==> src/rtl/l2_req_arbiter.sv <==
// Round-robin arbiter sharing one L2 request port among NUM_REQ clk_fast requesters; one outstanding transaction.
// Optional response timeout is compiled in with `define L2_ARB_TIMEOUT_EN (default build: no timer, error stays 0).
module l2_req_arbiter #(
  parameter int NUM_REQ     = 4,
  parameter int ADDR_W      = 32,
  parameter int TIMEOUT_CYC = 64
) (
  input  logic                      clk_fast,
  input  logic                      reset_n,
  input  logic                      l2_slot,
  input  logic [NUM_REQ-1:0]        req,
  input  logic [NUM_REQ*ADDR_W-1:0] req_addr,
  input  logic [NUM_REQ-1:0]        req_we,
  output logic [NUM_REQ-1:0]        grant,
  output logic                      l2_req_valid,
  output logic [ADDR_W-1:0]         l2_req_addr,
  output logic                      l2_req_we,
  input  logic                      l2_resp_valid,
  output logic [NUM_REQ-1:0]        done,
  output logic                      error,
  output logic                      busy
);

  localparam int IDX_W = (NUM_REQ > 1) ? $clog2(NUM_REQ) : 1;
  localparam int CW    = IDX_W + 1;

  localparam logic [1:0] ST_IDLE      = 2'd0;
  localparam logic [1:0] ST_WAIT_SLOT = 2'd1;
  localparam logic [1:0] ST_WAIT_RESP = 2'd2;

  logic [1:0]         state_q, state_d;
  logic [NUM_REQ-1:0] grant_q, grant_d;
  logic [IDX_W-1:0]   win_q, win_d;
  logic [IDX_W-1:0]   rr_ptr_q, rr_ptr_d;
  logic [ADDR_W-1:0]  addr_q, addr_d;
  logic               we_q, we_d;
  logic               valid_q, valid_d;
  logic [NUM_REQ-1:0] done_q, done_d;
  logic               err_q, err_d;
  logic               busy_q, busy_d;

  logic               found_s;
  logic [IDX_W-1:0]   pick_s;
  logic [CW-1:0]      cand_s;
  logic [IDX_W-1:0]   rr_next_s;

  if (TIMEOUT_CYC < 2) begin : g_timeout_cfg_unused
  end

`ifdef L2_ARB_TIMEOUT_EN
  localparam int             TO_W    = (TIMEOUT_CYC > 2) ? $clog2(TIMEOUT_CYC) : 1;
  localparam logic [TO_W-1:0] TO_LAST = TO_W'(TIMEOUT_CYC - 1);
  logic [TO_W-1:0] timer_q, timer_d;
`endif

  // Winner search: first set request at or above rr_ptr, wrapping modulo NUM_REQ.
  always_comb begin
    found_s = 1'b0;
    pick_s  = {IDX_W{1'b0}};
    cand_s  = {CW{1'b0}};
    for (int off = 0; off < NUM_REQ; off++) begin
      cand_s = {1'b0, rr_ptr_q} + CW'(off);
      if (cand_s >= CW'(NUM_REQ)) begin
        cand_s = cand_s - CW'(NUM_REQ);
      end else begin
        cand_s = cand_s;
      end
      if (!found_s && req[cand_s[IDX_W-1:0]]) begin
        found_s = 1'b1;
        pick_s  = cand_s[IDX_W-1:0];
      end else begin
        found_s = found_s;
      end
    end
  end

  assign rr_next_s = (win_q == IDX_W'(NUM_REQ - 1)) ? {IDX_W{1'b0}} : win_q + IDX_W'(1);

  // Transaction FSM next-state and output-register computation.
  always_comb begin
    state_d  = state_q;
    grant_d  = grant_q;
    win_d    = win_q;
    rr_ptr_d = rr_ptr_q;
    addr_d   = addr_q;
    we_d     = we_q;
    valid_d  = 1'b0;
    done_d   = {NUM_REQ{1'b0}};
    err_d    = 1'b0;
`ifdef L2_ARB_TIMEOUT_EN
    timer_d  = timer_q;
`endif
    case (state_q)
      ST_IDLE: begin
        if (found_s) begin
          grant_d = {{(NUM_REQ-1){1'b0}}, 1'b1} << pick_s;
          win_d   = pick_s;
          addr_d  = req_addr[pick_s*ADDR_W +: ADDR_W];
          we_d    = req_we[pick_s];
          state_d = ST_WAIT_SLOT;
        end else begin
          state_d = ST_IDLE;
        end
      end
      ST_WAIT_SLOT: begin
        if (l2_slot) begin
          valid_d = 1'b1;
          state_d = ST_WAIT_RESP;
`ifdef L2_ARB_TIMEOUT_EN
          timer_d = {TO_W{1'b0}};
`endif
        end else begin
          state_d = ST_WAIT_SLOT;
        end
      end
      ST_WAIT_RESP: begin
        // A response arriving together with expiry takes priority, so error stays low.
        if (l2_resp_valid) begin
          done_d   = grant_q;
          grant_d  = {NUM_REQ{1'b0}};
          rr_ptr_d = rr_next_s;
          state_d  = ST_IDLE;
`ifdef L2_ARB_TIMEOUT_EN
        end else if (timer_q == TO_LAST) begin
          done_d   = grant_q;
          err_d    = 1'b1;
          grant_d  = {NUM_REQ{1'b0}};
          rr_ptr_d = rr_next_s;
          state_d  = ST_IDLE;
        end else begin
          timer_d  = timer_q + TO_W'(1);
          state_d  = ST_WAIT_RESP;
        end
`else
        end else begin
          state_d  = ST_WAIT_RESP;
        end
`endif
      end
      default: begin
        state_d = ST_IDLE;
        grant_d = {NUM_REQ{1'b0}};
      end
    endcase
    busy_d = (state_d != ST_IDLE);
  end

  // State and output registers; reset aborts any transaction without a completion pulse.
  always_ff @(posedge clk_fast or negedge reset_n) begin
    if (!reset_n) begin
      state_q  <= ST_IDLE;
      grant_q  <= {NUM_REQ{1'b0}};
      win_q    <= {IDX_W{1'b0}};
      rr_ptr_q <= {IDX_W{1'b0}};
      addr_q   <= {ADDR_W{1'b0}};
      we_q     <= 1'b0;
      valid_q  <= 1'b0;
      done_q   <= {NUM_REQ{1'b0}};
      err_q    <= 1'b0;
      busy_q   <= 1'b0;
`ifdef L2_ARB_TIMEOUT_EN
      timer_q  <= {TO_W{1'b0}};
`endif
    end else begin
      state_q  <= state_d;
      grant_q  <= grant_d;
      win_q    <= win_d;
      rr_ptr_q <= rr_ptr_d;
      addr_q   <= addr_d;
      we_q     <= we_d;
      valid_q  <= valid_d;
      done_q   <= done_d;
      err_q    <= err_d;
      busy_q   <= busy_d;
`ifdef L2_ARB_TIMEOUT_EN
      timer_q  <= timer_d;
`endif
    end
  end

  assign grant        = grant_q;
  assign l2_req_valid = valid_q;
  assign l2_req_addr  = addr_q;
  assign l2_req_we    = we_q;
  assign done         = done_q;
  assign error        = err_q;
  assign busy         = busy_q;

endmodule
==> config.mk <==
export PLATFORM = sky130hd
export DESIGN_NAME = l2_req_arbiter
export DESIGN_NICKNAME = d
export VERILOG_FILES = /design/src/rtl/l2_req_arbiter.sv
export SDC_FILE = /design/constraint.sdc
export NUM_CORES = 1
export LEC_CHECK = 0
export ABC_AREA = 1
export CELL_PAD_IN_SITES_DETAIL_PLACEMENT = 0
export CELL_PAD_IN_SITES_GLOBAL_PLACEMENT = 2
export CORE_AREA = 3 3 135 137
export CTS_CLUSTER_SIZE = 25
export DETAILED_ROUTE_END_ITERATION = 6
export DIE_AREA = 0 0 138 140
export PLACE_DENSITY_LB_ADDON = 0.25
export SYNTH_ARGS = -nofsm -noshare
export SYNTH_HDL_FRONTEND = slang
export SYNTH_SLANG_ARGS = --single-unit
==> constraint.sdc <==
create_clock -name clk_fast -period 3 [get_ports clk_fast]
set_input_delay 0.3 -clock clk_fast [delete_from_list [all_inputs] [get_ports clk_fast]]
set_output_delay 0.3 -clock clk_fast [all_outputs]
set_load 0.05 [all_outputs]
==> flow_summary_export.csv, run 1 <==
group,metric,value,unit
detailed_routing,first_pass_iters,4,
critical_path,cpMaxStageDelayCell,"dfrtp_1",
cts,htreeDepth,2,
critical_path,critPathRequiredTime,3.23,ns
power_and_ir_drop,p_per_area,1210,nW/µm²
synth,synthCells,591,
synth,synth_warnings,0,
sta,rsz0062_at_grt,"no",
critical_path,cp-start-kind,"flop",
cells_and_area,layout-drive-gt1-share,4.67,%
job,cap_violations,0,
cts,cts.sinks,49,
grt,grt_start_max_net_pins,44,
cells_and_area,antennaDiodeCount,0,
sta,hold_violations,0,
die,core_area,17200,µm²
grt,grt_pass1_wl,23.6,mm
grt,grt_pass1_vias,4554,
cells_and_area,stdcell_count,975,
cts,cts_buffers,5,
critical_path,cpPeakStageDelay,0.58,ns
sta,setup_viol,0,
synth,yosysUniqueCellTypes,24,
critical_path,path_cells,"inv_2 -> nand2_1 -> nand2_1 -> nand2_1 -> nand2_1 -> nor2_4 -> nand3_4 -> nand3_2 -> buf_4 -> nand2_1 -> nand2_1 -> nand2_1 -> nand2_1 -> nand2_1 -> nand2_1",
cts,ctsHoldBuffers,0,
die,rows,48,
sta,fin_crit,2.42,ns
detailed_routing,vias_per_cell,4.44,
die,die_h,140,µm
placement,post-place-cells,967,
placement,place_hpwl,10.5,mm
synth,syn_nets,732,
critical_path,critPathTopFamily,"simple AND/OR/NAND/NOR gates",
critical_path,cp.arrival,2.66,ns
sta,report.final.slew_viol_count,0,
critical_path,critPathBufInv,2,
synth,netlist_area,3600,µm²
critical_path,critical_path_class,"flop to flop",
grt,antenna_found_initial,0,
cts,postCtsSetupBuffers,0,
cts,clk_pin_slew,0.07,ns
cts,cts_tree,"built",
detailed_routing,wl_per_cell,14.8,µm
power_and_ir_drop,power_leakage,2.87,nW
cells_and_area,num-nets-final,890,
sta,max_freq,0.413,GHz
sta,worstMarginPinSlew,0.687,ns
cts,insertion_delay,0.29,ns
critical_path,worstPathMaxFanout,43,
sta,slew_headroom,54.2,%
detailed_routing,ant_nets,0,
cts,cts-root-buf,"clkbuf_16",
synth,ys_ff_latch,49,
placement,portBuffers,182,
grt,track_usage,14.8,%
critical_path,setup.worst_path.end_class,"flop",
cells_and_area,area_growth,58.2,%
die,pin_count,184,
cts,cts_buffer_depth,2,
detailed_routing,totalWireLength,14.5,mm
hold_path,hold_class,"primary input to async pin",
grt,grt.overflow.total,0,
critical_path,cp_common_cell,"nand2_1",
cells_and_area,final_common_cell,"nand2_1",
cts,cts_resized,0,
die,initial_core_util,20.9,%
detailed_routing,drt_drc_violations_left,0,
detailed_routing,drt_iter0_markers,153,
cells_and_area,final_cell_mix,"nand2_1, clkdlybuf4s50_1, nand4_1",
synth,syn_area_per_cell,6.09,µm²
die,fp.dieArea,19300,µm²
synth,ys_seq_area_share,34.1,%
run_status,status,"complete, no violations",
sta,fin_crit_sh,80.8,%
sta,fin_tns_setup,0,ns
placement,gp_congestion,0.802,
detailed_routing,vias,4325,
power_and_ir_drop,vdd_drop_max,823,µV
die,die_w,138,µm
sta,fin_skew,0.00419,ns
-- layout make-up --
class / count / area [µm²]
Clock buffer: 5 / 125
Clock inverter: 3 / 25.0
Fill cell: 1904 / 11500
Inverter: 22 / 82.6
Multi-Input combinational cell: 477 / 2050
Sequential cell: 49 / 1230
Tap cell: 225 / 282
Timing Repair Buffer: 194 / 1910
-- where the power goes --
group / leakage (nW) / internal [mW] / switching [mW]
sequential: 0.621 / 0.956 / 0.187
clock: 0.0704 / 0.314 / 0.277
combinational: 2.18 / 1.61 / 3.54
total: 2.87 / 2.88 / 4.00
-- Yosys cell counts --
library cell    n  area (µm²)
nor2_1          8        30.0
clkbuf_1        5        18.8
nand3_2         3        30.0
o31ai_1         1        7.51
o21ai_1         5        25.0
inv_2           5        18.8
buf_6           3        33.8
o21ai_0         3        15.0
a21oi_1         1        5.00
inv_1          17        63.8
nand4_1        67         419
nand3_1         8        40.0
ha_1            1        12.5
nand2_2         3        18.8
o22ai_1         1        6.26
nand3_4         1        17.5
buf_2          22         110
nor2_4          1        11.3
buf_1           4        15.0
dfrtp_1        49        1230
nand2_1       372        1400
buf_4           9        67.6
a31oi_1         1        6.26
conb_1          1        3.75
-- per-layer routing --
metal | share of wire (%) | global-route usage, % | vias to the layer above
met5 | 0 | 0 | -
met4 | 1.1 | 2.70 | 0
met3 | 5.4 | 3.31 | 9
met2 | 50 | 26.3 | 126
met1 | 44 | 18.6 | 1997
li1 | - | - | 2193
-- stage by stage --
step,worst slack [ns],power [mW],hold WS [ns],instance area [µm²],util [%]
5_1_grt,0.207,7.68,0.101,5690,33.2
3_3_place_gp,0.586,6.33,0.375,5540,32.3
4_1_cts,0.542,7.00,0.0654,5690,33.2
2_1_floorplan,1.23,4.95,0.00441,3600,-
6_report,0.576,6.88,0.0415,5690,33.2
3_5_place_dp,0.578,6.39,0.391,5540,32.3
-- flip-flops by register name (all words and copies together) (netlist names) --
name	cells
done	4
l2_req_valid	1
rr_ptr_q	2
busy	1
l2_req_we	1
state_q	2
grant	4
win_q	2
l2_req_addr	32
-- final timing paths --
| kind | from | endpoint | slack, ns | cells after the start |
|---|---|---|---|---|
| setup / recovery | rr_ptr_q[0] | l2_req_addr[23] | 0.58 | 15 |
| hold / removal | reset_n | l2_req_valid | 0.04 | 1 |
| setup reg to reg | rr_ptr_q[0] | l2_req_addr[23] | 0.58 | 15 |
| hold reg to reg | l2_req_addr[31] | l2_req_addr[31] | 0.48 | 2 |
| max in group asynchronous | reset_n | l2_req_addr[26] | 2.18 | 2 |
| min in group clk_fast | l2_req_addr[31] | l2_req_addr[31] | 0.48 | 2 |
-- logic make-up after synthesis --
family | count (synthesis) | synth area share, %
buffers and inverters | 65 | 9.11
flip-flops | 49 | 34.1
AND/OR/NAND/NOR | 463 | 54.6
AO/OA/AOI/OAI | 12 | 1.81
other | 1 | 0.104
adder cells (fa/ha/maj) | 1 | 0.348
Note: power is estimated with default switching activity, not from simulation.
==> run 2: changes to the inputs <==
--- a/config.mk
+++ b/config.mk
@@ -8,10 +8,10 @@
 export ABC_AREA = 1
 export CELL_PAD_IN_SITES_DETAIL_PLACEMENT = 0
 export CELL_PAD_IN_SITES_GLOBAL_PLACEMENT = 2
-export CORE_AREA = 3 3 135 137
+export CORE_AREA = 3 3 142 144
 export CTS_CLUSTER_SIZE = 25
 export DETAILED_ROUTE_END_ITERATION = 6
-export DIE_AREA = 0 0 138 140
+export DIE_AREA = 0 0 145 147
 export PLACE_DENSITY_LB_ADDON = 0.25
 export SYNTH_ARGS = -nofsm -noshare
 export SYNTH_HDL_FRONTEND = slang
==> constraint.sdc (replaced) <==
create_clock -name clk_fast -period 2.5 [get_ports clk_fast]
set_input_delay 0.25 -clock clk_fast [delete_from_list [all_inputs] [get_ports clk_fast]]
set_output_delay 0.25 -clock clk_fast [all_outputs]
set_load 0.05 [all_outputs]
==> run 2 against run 1 <==
  * Clock power increased by 21%
  * Register-to-register slack got worse by 0.19 ns
  * Design area increased by 2.7%
  * Critical endpoint is now l2_req_addr[20]
  * Critical path type unchanged
  * Die area increased by 10%
  * Final cell count increased by 3.8%
  * Clock-buffer cell count unchanged
  * Fmax increased by 15%
  * Worst hold slack improved by 0.44 ns
==> flow_summary_export.csv, run 2 (synthesis gave the netlist of run 1 again) <==
group,metric,value,unit
die,pin_count,184,
cells_and_area,final_cell_mix,"nand2_1, clkdlybuf4s50_1, nand4_1",
cells_and_area,multi_input_area,2050,µm²
cells_and_area,num-nets-final,892,
critical_path,setup.worst_path.end_class,"flop",
run_status,status,"complete, no violations",
detailed_routing,wl_per_cell,14.5,µm
critical_path,critical_path_class,"flop to flop",
placement,portBuffers,182,
detailed_routing,dr_wl_met3,950,µm
grt,track_usage,13.6,%
die,fp.dieArea,21300,µm²
detailed_routing,drt_drc_violations_left,0,
cells_and_area,post-route-util,31.0,%
detailed_routing,top_layer,"met4",
sta,fin_crit_sh,84.5,%
detailed_routing,drt-met1-wl,6.47,mm
sta,rsz0062_at_grt,"no",
cts,postCtsSetupBuffers,0,
hold_path,hold_class,"flop to flop",
cts,cts_buffer_depth,2,
cells_and_area,finalInstanceArea,5850,µm²
cts,insertion_delay,0.30,ns
placement,placed_area,5680,µm²
critical_path,cp.arrival,2.35,ns
cells_and_area,fillers,2055,
die,rows,50,
die,die_h,147,µm
sta,setup_viol,0,
power_and_ir_drop,vdd_drop_max,783,µV
detailed_routing,first_pass_iters,4,
cts,cts_tree,"built",
cells_and_area,regArea,1230,µm²
cts,cts_buffers,5,
sta,slew_headroom,55.9,%
cts,clk_pin_slew,0.07,ns
job,cap_violations,0,
detailed_routing,wl_met2,7.07,mm
power_and_ir_drop,power_leakage,2.91,nW
die,core_area,18800,µm²
detailed_routing,ant_nets,0,
placement,place_hpwl,11.0,mm
cells_and_area,final_common_cell,"nand2_1",
detailed_routing,vias,4311,
sta,report.final.slew_viol_count,0,
power_and_ir_drop,power,8.50,mW
detailed_routing,vias_per_cell,4.26,
sta,max_freq,0.473,GHz
grt,grt_start_max_net_pins,67,
die,die_w,145,µm
sta,fin_tns_setup,0,ns
cells_and_area,area_growth,62.4,%
cts,cts.sinks,49,
cells_and_area,stdcell_count,1012,
cts,cts-root-buf,"clkbuf_16",
grt,grt_pass1_vias,4489,
die,initial_core_util,19.1,%
critical_path,critPathRequiredTime,2.74,ns
critical_path,cp-start-kind,"flop",
grt,antenna_found_initial,0,
placement,post-place-cells,1003,
placement,gp_congestion,0.772,
critical_path,worstPathMaxFanout,33,
sta,fin_crit,2.11,ns
cells_and_area,layout-drive-gt1-share,4.92,%
sta,hold_violations,0,
detailed_routing,totalWireLength,14.6,mm
sta,worstMarginPinSlew,0.661,ns
cts,htreeDepth,2,
detailed_routing,drt_iter0_markers,166,
grt,grt_pass1_wl,23.6,mm
power_and_ir_drop,p_per_area,1450,nW/µm²
cells_and_area,antennaDiodeCount,0,
grt,grt.overflow.total,0,
cells_and_area,largest_register_ffs,32,
sta,fin_skew,0.00401,ns
[run 2: cell types whose count changed in the layout (fill, tap and decap cells not counted)]
cell	change
buf_12	+7
buf_4	-6
clkinv_4	-1
clkinvlp_4	+1
dfrtp_1	-1
dfrtp_2	+1
dlygate4sd3_1	+1
inv_6	-1
inv_8	+1
[run 2: timing repair]
item / in CTS / in global routing
endpoints found under the hold margin: 3 / 0
hold buffers: 1 / 0
gates resized for setup: 0 / 1
endpoints found under the setup margin: 0 / 13
[run 2: through the flow]
step	setup slack, ns	hold slack, ns
floorplan	0.726	-0.0456
global route	0.114	0.507
global placement	0.289	0.305
CTS	0.241	0.483
finish	0.388	0.480
detailed placement	0.265	0.327
[run 2: cell type report]
class / instances / share of cell area [%]
Clock buffer: 5 / 2.14
Clock inverter: 3 / 0.449
Inverter: 22 / 1.41
Multi-Input combinational cell: 477 / 35.0
Sequential cell: 49 / 21.0
Tap cell: 260 / 5.57
Timing Repair Buffer: 196 / 34.4
[run 2: worst max-delay path, cell delays in order (launching register included)]
cell and delay [ns]:
dfrtp_2 0.50, inv_2 0.18, nand2_1 0.08, nand2_1 0.14, nand2_1 0.07, nand2_1 0.10, nor2_4 0.05, nand3_1 0.07
nand3_2 0.20, inv_2 0.17, buf_12 0.21, nand2_1 0.07, nand2_1 0.08, nand2_1 0.05, nand2_1 0.05
[run 2: worst paths after layout]
check                                     from         endpoint  slack, ns  depth (start not counted)
worst max-delay path               rr_ptr_q[0]  l2_req_addr[20]       0.39                         14
worst min-delay path            l2_req_addr[0]   l2_req_addr[0]       0.48                          2
worst max register to register     rr_ptr_q[0]  l2_req_addr[20]       0.39                         14
worst min register to register  l2_req_addr[0]   l2_req_addr[0]       0.48                          2
max in group asynchronous              reset_n      rr_ptr_q[0]       1.39                          3
min in group asynchronous              reset_n  l2_req_addr[13]       0.52                          2
[run 2: per-layer routing]
| layer | vias to the layer above | global-route usage, % |
|---|---|---|
| met3 | 10 | 4.44 |
| met2 | 106 | 23.6 |
| met5 | - | 0 |
| met1 | 1993 | 16.7 |
| li1 | 2202 | - |
| met4 | 0 | 2.47 |
[run 2: power by group]
| group | switching [mW] | internal, mW |
|---|---|---|
| Combinational | 4.28 | 2.14 |
| Sequential | 0.221 | 1.15 |
| Clock | 0.339 | 0.379 |
| Total | 4.83 | 3.67 |
==> run 3: changes to the inputs <==
--- a/config.mk
+++ b/config.mk
@@ -8,10 +8,10 @@
 export ABC_AREA = 1
 export CELL_PAD_IN_SITES_DETAIL_PLACEMENT = 0
 export CELL_PAD_IN_SITES_GLOBAL_PLACEMENT = 2
-export CORE_AREA = 3 3 142 144
+export CORE_AREA = 3 3 150 152
 export CTS_CLUSTER_SIZE = 25
 export DETAILED_ROUTE_END_ITERATION = 6
-export DIE_AREA = 0 0 145 147
+export DIE_AREA = 0 0 153 155
 export PLACE_DENSITY_LB_ADDON = 0.25
 export SYNTH_ARGS = -nofsm -noshare
 export SYNTH_HDL_FRONTEND = slang
==> constraint.sdc (replaced) <==
create_clock -name clk_fast -period 1.8 [get_ports clk_fast]
set_input_delay 0.18 -clock clk_fast [delete_from_list [all_inputs] [get_ports clk_fast]]
set_output_delay 0.18 -clock clk_fast [all_outputs]
set_load 0.05 [all_outputs]
==> run 3 against run 2 <==
  * The flow now finishes with violations (negative setup slack)
  * Non-clock buffer count rose by 40
  * Worst hold slack worse by 0.13 ns
  * Clock skew is 0.00096 ns lower
  * Critical path type unchanged
==> flow_summary_export.csv, run 3 (synthesis gave the netlist of run 1 again) <==
group,metric,value,unit
run_status,violations,"negative setup slack",
cells_and_area,post-route-util,31.1,%
cts,cts-root-buf,"clkbuf_16",
cells_and_area,finalInstanceArea,6580,µm²
critical_path,cp_common_cell,"nand2_1",
detailed_routing,totalWireLength,17.2,mm
cts,cts_tree,"built",
detailed_routing,vias,4477,
die,rows,53,
grt,antenna_found_initial,2,
critical_path,cpPeakStageDelay,0.47,ns
sta,fin_crit_sh,113,%
grt,grt_start_max_net_pins,35,
cells_and_area,largest_register_ffs,32,
grt,grt_pass1_vias,4589,
critical_path,worstReg2RegStart,"rr_ptr_q[0]",
sta,rsz0062_at_grt,"yes",
placement,portBuffers,182,
die,die_w,153,µm
detailed_routing,wl_per_cell,16.1,µm
power_and_ir_drop,p_int,7.05,mW
die,initial_core_util,17.0,%
power_and_ir_drop,p_per_area,2250,nW/µm²
grt,grt_pass1_wl,25.7,mm
cts,cts.sinks,49,
critical_path,critical_path_class,"flop to flop",
critical_path,r2r_slack,-0.24,ns
sta,fin_tns_setup,-7.84,ns
hold_path,hold_class,"primary input to async pin",
grt,grt.overflow.total,0,
critical_path,critPathBufInv,4,
die,fp.dieArea,23700,µm²
sta,max_freq,0.490,GHz
detailed_routing,first_pass_iters,4,
sta,fin_crit,2.04,ns
placement,gp_congestion,0.763,
detailed_routing,ant_nets,0,
cells_and_area,num-nets-final,933,
cts,cts_buffer_depth,2,
placement,placed_area,5950,µm²
die,core_area,21200,µm²
power_and_ir_drop,p_clk_share,6.7,%
detailed_routing,vias_per_cell,4.19,
critical_path,cp.arrival,2.23,ns
power_and_ir_drop,vdd_drop_max,710,µV
sta,setup_viol,39,
critical_path,cpMaxStageDelayCell,"dfrtp_2",
sta,hold_violations,0,
sta,fin_skew,0.00305,ns
critical_path,worstPathMaxFanout,13,
critical_path,setup.worst_path.end_class,"flop",
grt,track_usage,13.7,%
power_and_ir_drop,power_switching,7.78,mW
detailed_routing,drt_drc_violations_left,0,
critical_path,critPathTopFamily,"buffers and inverters",
cts,clk_pin_slew,0.07,ns
power_and_ir_drop,power_leakage,3.28,nW
cells_and_area,area_growth,82.8,%
critical_path,crit_start,"rr_ptr_q[0]",
cts,cts_buffers,5,
detailed_routing,drt_iter0_markers,144,
cells_and_area,final_cell_mix,"nand2_1, clkdlybuf4s50_1, nand4_1",
placement,place_hpwl,11.8,mm
cells_and_area,final_common_cell,"nand2_1",
cts,htreeDepth,2,
power_and_ir_drop,power.share.sequential,12.7,%
sta,report.final.slew_viol_count,0,
run_status,status,"finished with violations",
critical_path,critPathRequiredTime,1.99,ns
cts,insertion_delay,0.30,ns
die,pin_count,184,
critical_path,path_cells,"clkinvlp_4 -> nand2_1 -> nand2_2 -> buf_4 -> a31oi_1 -> nand3_4 -> buf_4 -> buf_12 -> nand2_1 -> nand2_1 -> nand2_1 -> nand2_1",
power_and_ir_drop,pwr-share-comb,80.7,%
cells_and_area,layout-drive-gt1-share,13.5,%
critical_path,cp-start-kind,"flop",
sta,layout_setup_ws,-0.239,ns
power_and_ir_drop,p_sw_share,52.5,%
power_and_ir_drop,power,14.8,mW
sta,slew_headroom,63.7,%
job,cap_violations,0,
die,die_h,155,µm
sta,worstMarginPinSlew,0.542,ns
-- run 3: cell count changes in the layout (fill, tap and decap cells not counted), sizes merged --
cell / delta
clkbuf: +2
diode: +1
clkdlybuf4s50: -12
clkinv: +1
buf: +49
bufbuf: +1
-- run 3: final cells by class --
class	instances	area, µm²
antenna	1	2.50
inverter	22	92.6
multi-input combinational	477	2140
timing repair buffer	236	2610
sequential	49	1230
clock buffer	5	125
clock inverter	3	25.0
fill	2300	14600
timing repair inverter	1	7.51
tap	275	344
-- run 3: worst register-to-register path, stage by stage, from the launching register on --
cell and delay, ns:
dfrtp_2 0.47, clkinvlp_4 0.15, nand2_1 0.08, nand2_2 0.08, buf_4 0.14, a31oi_1 0.28, nand3_4 0.18, buf_4 0.18
buf_12 0.14, nand2_1 0.07, nand2_1 0.04, nand2_1 0.05, nand2_1 0.05
-- run 3: power by group through the flow --
| stage | clock (mW) | sequential [mW] | combinational [mW] |
|---|---|---|---|
| finish | 0.987 | 1.88 | 12.0 |
| global route | 1.07 | 1.94 | 13.2 |
| CTS | 1.05 | 1.89 | 11.6 |
| detailed placement | 0 | 1.89 | 9.89 |
| global placement | 0 | 1.88 | 9.86 |
| floorplan | 0 | 3.16 | 5.10 |
-- run 3: routing by layer --
metal	wire length, µm	vias up	GRT usage, %
met5	13	-	0
met4	258	2	3.90
met3	999	17	3.89
met2	8080	119	22.5
met1	7820	2046	17.7
li1	-	2293	-
-- run 3: path summary, 6_finish.rpt --
check	end	cells after the start
max in group asynchronous	rr_ptr_q[0]	3
min reg2reg	l2_req_addr[3]	2
min	l2_req_addr[9]	2
max reg2reg	l2_req_addr[11]	12
min in group clk_fast	l2_req_valid	3
max	l2_req_addr[11]	12
-- run 3: stage by stage --
stage,hold slack [ns],std cells,worst slack (ns)
final,0.352,1069,-0.239
after global routing,0.396,1069,-0.394
after CTS,0.361,1061,-0.208
after detailed placement,0.165,1039,-0.298
after global placement,0.154,1039,-0.284
after floorplan,-0.116,591,0.0260
-- run 3: timing repair --
item	in CTS	in global routing
endpoints found under the setup margin	39	40
hold buffers	1	0
gates resized for setup	24	20
gates cloned	7	3
hold endpoints to repair	12	0
pin swaps	0	9
buffers inserted	6	4
